===== config.mk =====
export PLATFORM = sky130hd
export DESIGN_NAME = nn_argmax_out
export DESIGN_NICKNAME = d
export VERILOG_FILES = /design/src/rtl/nn_pkg.sv /design/src/rtl/nn_argmax_out.sv
export SDC_FILE = /design/constraint.sdc
export NUM_CORES = 1
export LEC_CHECK = 0
export CORE_ASPECT_RATIO = 0.7
export CORE_MARGIN = 5
export CORE_UTILIZATION = 55
export DETAILED_ROUTE_END_ITERATION = 16
export PLACE_DENSITY_LB_ADDON = 0.2
export SLEW_MARGIN = 0
export SYNTH_ARGS = -nofsm -noshare
export SYNTH_HDL_FRONTEND = slang
export SYNTH_SLANG_ARGS = --single-unit

===== constraint.sdc =====
create_clock -name clk -period 7.3 [get_ports clk]
set_clock_uncertainty 0.2 [all_clocks]
set_input_delay 1.46 -clock clk [delete_from_list [all_inputs] [get_ports clk]]
set_output_delay 1.46 -clock clk [all_outputs]
set_load 0.03 [all_outputs]

===== src/rtl/nn_pkg.sv =====
// -----------------------------------------------------------------------------
// nn_pkg
// Shared definitions for the generated inference pipeline.
//   nn_seq_state_t : IDLE / SCAN / HOLD sequencing state, shared by the layer
//                    control units and the argmax output stage.
//   NN_ACC_W       : default MAC / activation data width.
//   nn_idx_w       : index width for an N-element vector (never below 1).
// -----------------------------------------------------------------------------
package nn_pkg;

  typedef enum logic [1:0] {
    IDLE = 2'd0,
    SCAN = 2'd1,
    HOLD = 2'd2
  } nn_seq_state_t;

  localparam int NN_ACC_W = 10;

  // A one-element vector still needs a 1-bit index port.
  function automatic int nn_idx_w(input int n);
    return (n > 1) ? $clog2(n) : 1;
  endfunction

endpackage : nn_pkg


===== src/rtl/nn_argmax_out.sv =====
// -----------------------------------------------------------------------------
// nn_argmax_out
// Output stage of the inference pipeline. On an accepted start it snapshots the
// final layer's signed results, scans them one element per cycle and offers the
// index and value of the largest element to the host over valid/ready.
//
// Parameters
//   N_IN  number of elements (>= 1)
//   DW    element width, signed two's complement
//   IDXW  class-index width
// Ports
//   clk        in   rising-edge clock
//   rst        in   asynchronous active-high reset
//   start      in   single-cycle pulse from the upstream layer's done
//   in_vec     in   packed elements, element k at [k*DW +: DW]
//   busy       out  high while scanning or holding a result
//   out_valid  out  result available
//   out_ready  in   host accepts the result
//   out_idx    out  index of the maximum element (lowest index on ties)
//   out_max    out  value of the maximum element, signed
//   overrun    out  sticky: a start arrived while it could not be taken
// -----------------------------------------------------------------------------
module nn_argmax_out
  import nn_pkg::*;
#(
  parameter int N_IN = 4,
  parameter int DW   = NN_ACC_W,
  parameter int IDXW = nn_idx_w(N_IN)
) (
  input  logic                 clk,
  input  logic                 rst,
  input  logic                 start,
  input  logic [N_IN*DW-1:0]   in_vec,
  output logic                 busy,
  output logic                 out_valid,
  input  logic                 out_ready,
  output logic [IDXW-1:0]      out_idx,
  output logic [DW-1:0]        out_max,
  output logic                 overrun
);

  localparam logic [1:0] S_IDLE = 2'(IDLE);
  localparam logic [1:0] S_SCAN = 2'(SCAN);
  localparam logic [1:0] S_HOLD = 2'(HOLD);

  // A single element is already the maximum, so the scan is skipped.
  localparam logic [1:0]      S_AFTER_START = (N_IN > 1) ? S_SCAN : S_HOLD;
  localparam logic [IDXW-1:0] LAST_IDX      = IDXW'(N_IN - 1);
  localparam logic [IDXW-1:0] FIRST_CNT     = (N_IN > 1) ? IDXW'(1) : '0;

  logic [1:0]             r_state;
  logic signed [DW-1:0]   r_snap [N_IN];
  logic [IDXW-1:0]        r_cnt;
  logic signed [DW-1:0]   r_best_val;
  logic [IDXW-1:0]        r_best_idx;
  logic                   r_overrun;

  logic                   w_in_idle;
  logic                   w_in_hold;
  logic                   w_start_ok;
  logic                   w_start_drop;
  logic signed [DW-1:0]   w_elem;
  logic                   w_gt;
  logic                   w_last;

  assign w_in_idle = (r_state == S_IDLE);
  assign w_in_hold = (r_state == S_HOLD);

  // A start is taken in IDLE, or in HOLD on the very edge the current result
  // is handed over; anywhere else it is dropped and flagged.
  assign w_start_ok   = start & (w_in_idle | (w_in_hold & out_ready));
  assign w_start_drop = start & ~w_start_ok;

  // Element mux and signed strict compare: ties keep the earlier index.
  assign w_elem = r_snap[r_cnt];
  assign w_gt   = (w_elem > r_best_val);
  assign w_last = (r_cnt == LAST_IDX);

  // NOTE: sequential state is assigned with non-blocking (<=) so every
  // register samples the pre-edge values regardless of statement order.
  always_ff @(posedge clk or posedge rst) begin
    if (rst) begin
      r_state    <= S_IDLE;
      // NOTE: the snapshot bank is cleared on reset on purpose so that no
      // stale data from an aborted scan survives; it is small enough that a
      // resettable register bank costs nothing worth avoiding.
      r_snap     <= '{default: '0};
      r_cnt      <= '0;
      r_best_val <= '0;
      r_best_idx <= '0;
      r_overrun  <= 1'b0;
    end else begin
      if (w_start_ok) begin
        for (int k = 0; k < N_IN; k++) begin
          r_snap[k] <= in_vec[k*DW +: DW];
        end
        r_best_val <= in_vec[DW-1:0];
        r_best_idx <= '0;
        r_cnt      <= FIRST_CNT;
        r_state    <= S_AFTER_START;
        r_overrun  <= 1'b0;
      end else begin
        if (w_start_drop) begin
          r_overrun <= 1'b1;
        end

        case (r_state)
          S_SCAN: begin
            if (w_gt) begin
              r_best_val <= w_elem;
              r_best_idx <= r_cnt;
            end
            if (w_last) begin
              r_state <= S_HOLD;
            end else begin
              r_cnt <= r_cnt + IDXW'(1);
            end
          end
          S_HOLD: begin
            if (out_ready) begin
              r_state <= S_IDLE;
            end
          end
          default: begin
            r_state <= S_IDLE;
          end
        endcase
      end
    end
  end

  // Every output is decoded from registered state, so out_valid has no
  // combinational path from out_ready.
  assign busy      = ~w_in_idle;
  assign out_valid = w_in_hold;
  assign out_idx   = r_best_idx;
  assign out_max   = r_best_val;
  assign overrun   = r_overrun;

endmodule : nn_argmax_out


== Yosys cells after proc, flatten, opt, wreduce, memory -nomap -nowiden ==
Index checks and enable logic that the tools add are counted.

* Divide/modulo/power cells: 0
* Multiplexer cells: 18
* Equal/unequal tests: 6
* Multipliers: 0
* $lt $le $gt $ge: 2
* Bitwise gates (word level): 7
* Shifts and indexed selects: 0
* Add/sub/neg operators: 1
* Reductions and logical operators: 7

{| class="wikitable"
|+ Operator list
! operator !! number
|-
| 10-bit 2-to-1 mux || 5
|-
| 10-bit binary-select mux with 2-bit select || 1
|-
| 2-bit 2-to-1 mux || 9
|-
| 10-bit > comparator || 1
|-
| 2-bit AND reduction || 3
|-
| 2-bit nonzero test || 3
|-
| 2-bit equality test, second input constant || 2
|-
| 2-bit case mux with 2 select lines || 1
|-
| 1-bit AND || 3
|-
| 3-bit greater-or-equal comparator, second input constant || 1
|-
| 3-bit by 2-bit inequality test with 1-bit output, second input constant || 1
|-
| 3-bit inequality test, second input constant || 1
|-
| 2-bit NOT with 3-bit output || 1
|-
| 2-bit by 1-bit adder with 2-bit output, second input constant || 1
|-
| 2-bit by 1-bit equality test with 1-bit output, second input constant || 1
|-
| 2-bit zero test || 1
|-
| 1-bit 2-to-1 mux || 2
|-
| 2-bit inequality test, second input constant || 1
|-
| 1-bit NOT || 2
|-
| 1-bit OR || 1
|}

* Bits in latches: 0
* ROM bits: 0
* Memories: 0
* RAM bits: 0
* Output and inout bits: 15
* Logic and storage cells: 50
* Register bits after elaboration: 57

== Longest topological paths before layout ==
* Depth after elaboration: 8
* Gate-level depth with buffers: 8

== Worst setup path after synthesis ==
No wires, ideal clock.

* Path type: register to register
* Start point: register r_cnt[0]
* End point: register r_best_val[1] (netlist: out_max[1])
* Data arrival time: 2.640 ns
* Period minus slack after synthesis: 2.966 ns
* Cell stages (with the launch flop): 9
* Buffers on the path: 1
* Path slack: 4.334 ns
* Path through: dfrtp_1 buf_2 mux4_2 ha_1 nand4_2 nor3_4 a221o_2 a21oi_4 a221o_1

* Cells in the longest elaborated chain, start to end: 7
* Elaborated cells on any way between the ends: 10

{| class="wikitable"
|+ Ends and longest elaborated chain
! item !! line !! source
|-
| from (decl) || nn_argmax_out.sv:53 || <nowiki>logic [IDXW-1:0] r_cnt;</nowiki>
|-
| from (signal assigned) || nn_argmax_out.sv:116 || <nowiki>r_cnt <= r_cnt + IDXW'(1);</nowiki>
|-
| 2-bit NOT with 3-bit output (not written as such) * || nn_argmax_out.sv:75 || <nowiki>assign w_elem = r_snap[r_cnt];</nowiki>
|-
| 10-bit binary-select mux with 2-bit select * || nn_argmax_out.sv:75 ||
|-
| 10-bit 2-to-1 mux (not written as such) * (2 in a row) || nn_argmax_out.sv:75 ||
|-
| 10-bit > comparator or 10-bit 2-to-1 mux (tied branches) || nn_argmax_out.sv:76, nn_argmax_out.sv:109 ||
|-
| 2-bit nonzero test (no line) or 10-bit 2-to-1 mux (tied branches) || - ||
|-
| 2-bit AND reduction (no line) or 10-bit 2-to-1 mux (tied branches) || - ||
|-
| to (signal assigned) || nn_argmax_out.sv:97 || <nowiki>r_best_val <= in_vec[DW-1:0];</nowiki>
|-
| to (signal assigned) || nn_argmax_out.sv:110 || <nowiki>r_best_val <= w_elem;</nowiki>
|-
| to (decl) || nn_argmax_out.sv:54 || <nowiki>logic signed [DW-1:0] r_best_val;</nowiki>
|}

Every way passes the cells marked *; elsewhere a longest branch is shown, timed or not. The select of a mux whose other input is x is not followed.
A chain may end at the register's enable or synchronous reset.

== Worst setup path in the final report ==
* Start point: input out_ready
* End point: register r_best_val[3] (netlist: out_max[3])

* Cells in the longest elaborated chain, start to end: 5
* Elaborated cells on any way between the ends: 7

{| class="wikitable"
|+ Ends and longest elaborated chain
! item !! line !! source
|-
| from (decl) || nn_argmax_out.sv:36 || <nowiki>input logic out_ready,</nowiki>
|-
| 1-bit AND * || nn_argmax_out.sv:71 || <nowiki>assign w_start_ok = start & (w_in_idle | (w_in_hold & out_ready));</nowiki>
|-
| 1-bit OR * || nn_argmax_out.sv:71 ||
|-
| 1-bit AND * || nn_argmax_out.sv:71 ||
|-
| 2-bit nonzero test (no line) || - ||
|-
| 2-bit AND reduction (no line) || - ||
|}

Every way passes the cells marked *; elsewhere a longest branch is shown, timed or not.

==> impl_metrics.toml <==
[clocking]
cts_tree = "done"
cts_resized = 0
clock_latency_ns = 0.34
cts_setup_buffers = 0
cts_root_buf = "clkbuf_8"
clock_sinks = 57
htree_levels = 3
clk_pin_slew_worst_paths_ns = 0.06
postCtsHoldBufs = 0
cts_buffer_depth = 2
cts_buffers = 9

[route]
drc = 0
via_per_inst = 5.390
firstDrtPassIters = 4
drtIter0Drc = 93
ant_nets = 0
wl_per_cell_um = 16.04
routed_wl_um = 5390
vias = 1811

[setup_path]
crit_family = "simple AND/OR/NAND/NOR gates"
startpoint_type = "input port"
cp.buffers_inverters = 1
worstPathCellList = "clkdlybuf4s50_1, nand2b_1, and3b_2, a21oi_4, a221o_1"
crit_fanout = 56
max_stage_delay_ns = 0.93
r2r_cells = 7
reg2reg_slack_ns = 3.89
r2r-end = "out_max[3]"
worstSetupPathType = "input port to register"
cp.required_ns = 7.32
slowest_stage = "and3b_2"
end_kind = "register"
r2r_start = "r_cnt[0]"
arrival_ns = 3.54

[power]
p_int_w = 0.001130
pwr-share-clk = 0.152
p_sw_w = 0.0007035
vdd_ir_drop_max_uv = 248.9
comb_power_share = 0.518
p_leak_nw = 1.530
pwr-share-seq = 0.330
power_density_nw_per_um2 = 508.5
switching_share = 0.3838
total_power_w = 0.001833

[hold_path]
hold_path_startpoint = "r_snap[7]"
hold_path_class = "register to register"
hold_path_end = "r_snap[7]"
holdPathStages = 1

[synth]
synthTopCellsByArea = "dfrtp_1 51%, mux2_2 16%, mux4_2 8.1%"
syn_area_sq_um = 2774
ys_seq_elements = 57
yosysWarnings = 0
yosysSeqAreaShare = 0.5142
synth-async-reset-ratio = 1.000
synthFlopType = "dfrtp_1"
syn_nets = 255
synth_edf_count = 0
yosysTopAreaCell = "dfrtp_1"
avgSynthCellArea_sq_um = 13.87
synth.distinct_cells = 32
syn_inst = 200
synth_top_area_frac = 0.5142

[run]
max-cap-violations = 0

[global_routing]
grt_antenna_before_repair = 0
grt_pass1_wl_um = 9149
grt-ovfl-total = 0
track_usage = 0.1817
first_global_vias = 1852
grt_max_degree = 58

[sta]
fin_crit_ns = 3.522
hold_viol = 0
fin_crit_sh = 0.4825
setup_viol = 0
max_slew_margin = 0.2613
rsz0062_at_grt = "no"
worst_pin_slew_ns = 1.108
slew_viol_final = 0
setup_tns_ns = 0
fmax_ghz = 0.2839
layout_setup_ws_ns = 3.778

[cells_and_area]
diodes = 0
final_common_cell = "clkdlybuf4s50_1"
area_growth_pct = 29.95
final_cell_mix = "58 x clkdlybuf4s50_1, 57 x dfrtp_1, 40 x mux2_2, 14 x inv_1, 13 x clkbuf_8"
drive_above_1_share = 0.2996
num-nets-final = 317

[floorplanning]
die-area_sq_um = 6586
core.rowCount = 21
die_width_um = 94.88
ios = 59
die_h_um = 69.42
initial_core_util = 0.5738
core_sq_um = 4835

[outcome]
status = "completed"

[place]
place_congestion = 0.7301
dp_slack_ns = 3.405
dp_hpwl_um = 3713
io_buffers = 58
## routing by layer
metal  share of wire  wire length (um)  GRT usage
met3           0.094               505    0.09219
met4           0.011                59    0.05760
met1            0.45              2399     0.2480
met2            0.45              2426     0.2508
met5               0                 0          0
## cells in the mapped netlist, types with 3 or more instances
cell and n:
a21oi_1 5, a221o_1 9, and2_1 9, buf_2 6, dfrtp_1 57, ha_1 11
inv_1 15, mux2_2 40, mux4_2 10, nand2_1 3, nand2b_1 3, nor2_1 4
o21ai_0 4
## metrics by stage
stage          hold slack [ns]  area [sq um]  cells  utilization
2_1_floorplan           0.2751          2774    200            -
3_3_place_gp            0.2809          3412    320       0.7057
3_5_place_dp            0.2909          3412    320       0.7057
4_1_cts                 0.3044          3605    336       0.7456
5_1_grt                 0.3214          3605    336       0.7456
6_report                0.3046          3605    336       0.7456
## power by group through the flow
| stage | Sequential [W] | Clock (W) | Combinational, W |
|---|---|---|---|
| CTS | 0.000605 | 0.000287 | 0.000956 |
| detailed placement | 0.000610 | 0 | 0.000950 |
| global route | 0.000630 | 0.000302 | 0.00103 |
| global placement | 0.000601 | 0 | 0.000929 |
| floorplan | 0.000619 | 0 | 0.000689 |
| finish | 0.000604 | 0.000279 | 0.000950 |
## layout make-up
| cell class | count | area (sq um) |
|---|---|---|
| sequential | 57 | 1426 |
| multi-input combinational | 120 | 1255 |
| fill | 345 | 1230 |
| timing repair buffer | 59 | 588.1 |
| clock buffer | 14 | 182.7 |
| tap | 69 | 86.33 |
| inverter | 15 | 56.30 |
| clock inverter | 2 | 10.01 |
## sequential cells by signal, indices dropped and copies added, names as in the netlist
signal	count
out_idx	2
out_max	10
overrun	1
r_cnt	2
r_snap	40
r_state	2
## how the worst max path moves through the flow
stage | startpoint | to | slack, ns | cells after the start
6_report | out_ready | out_max[3] | 3.78 | 5
5_1_grt | out_ready | out_max[7] | 3.66 | 5
4_1_cts | out_ready | out_max[3] | 3.77 | 5
3_5_place_dp | out_ready | out_max[3] | 3.40 | 5
3_3_place_gp | out_ready | out_max[8] | 3.44 | 5
2_1_floorplan | rst | out_idx[0] | 4.24 | 1
## logic make-up after synthesis
group | share of synthesized area
flops | 0.5142
mux | 0.2436
simple gates | 0.07036
compound gates | 0.08525
buf+inv | 0.03383
fa+ha+maj | 0.04962
xor+xnor | 0.003158
No activity file was read; power rests on OpenSTA's default activity.
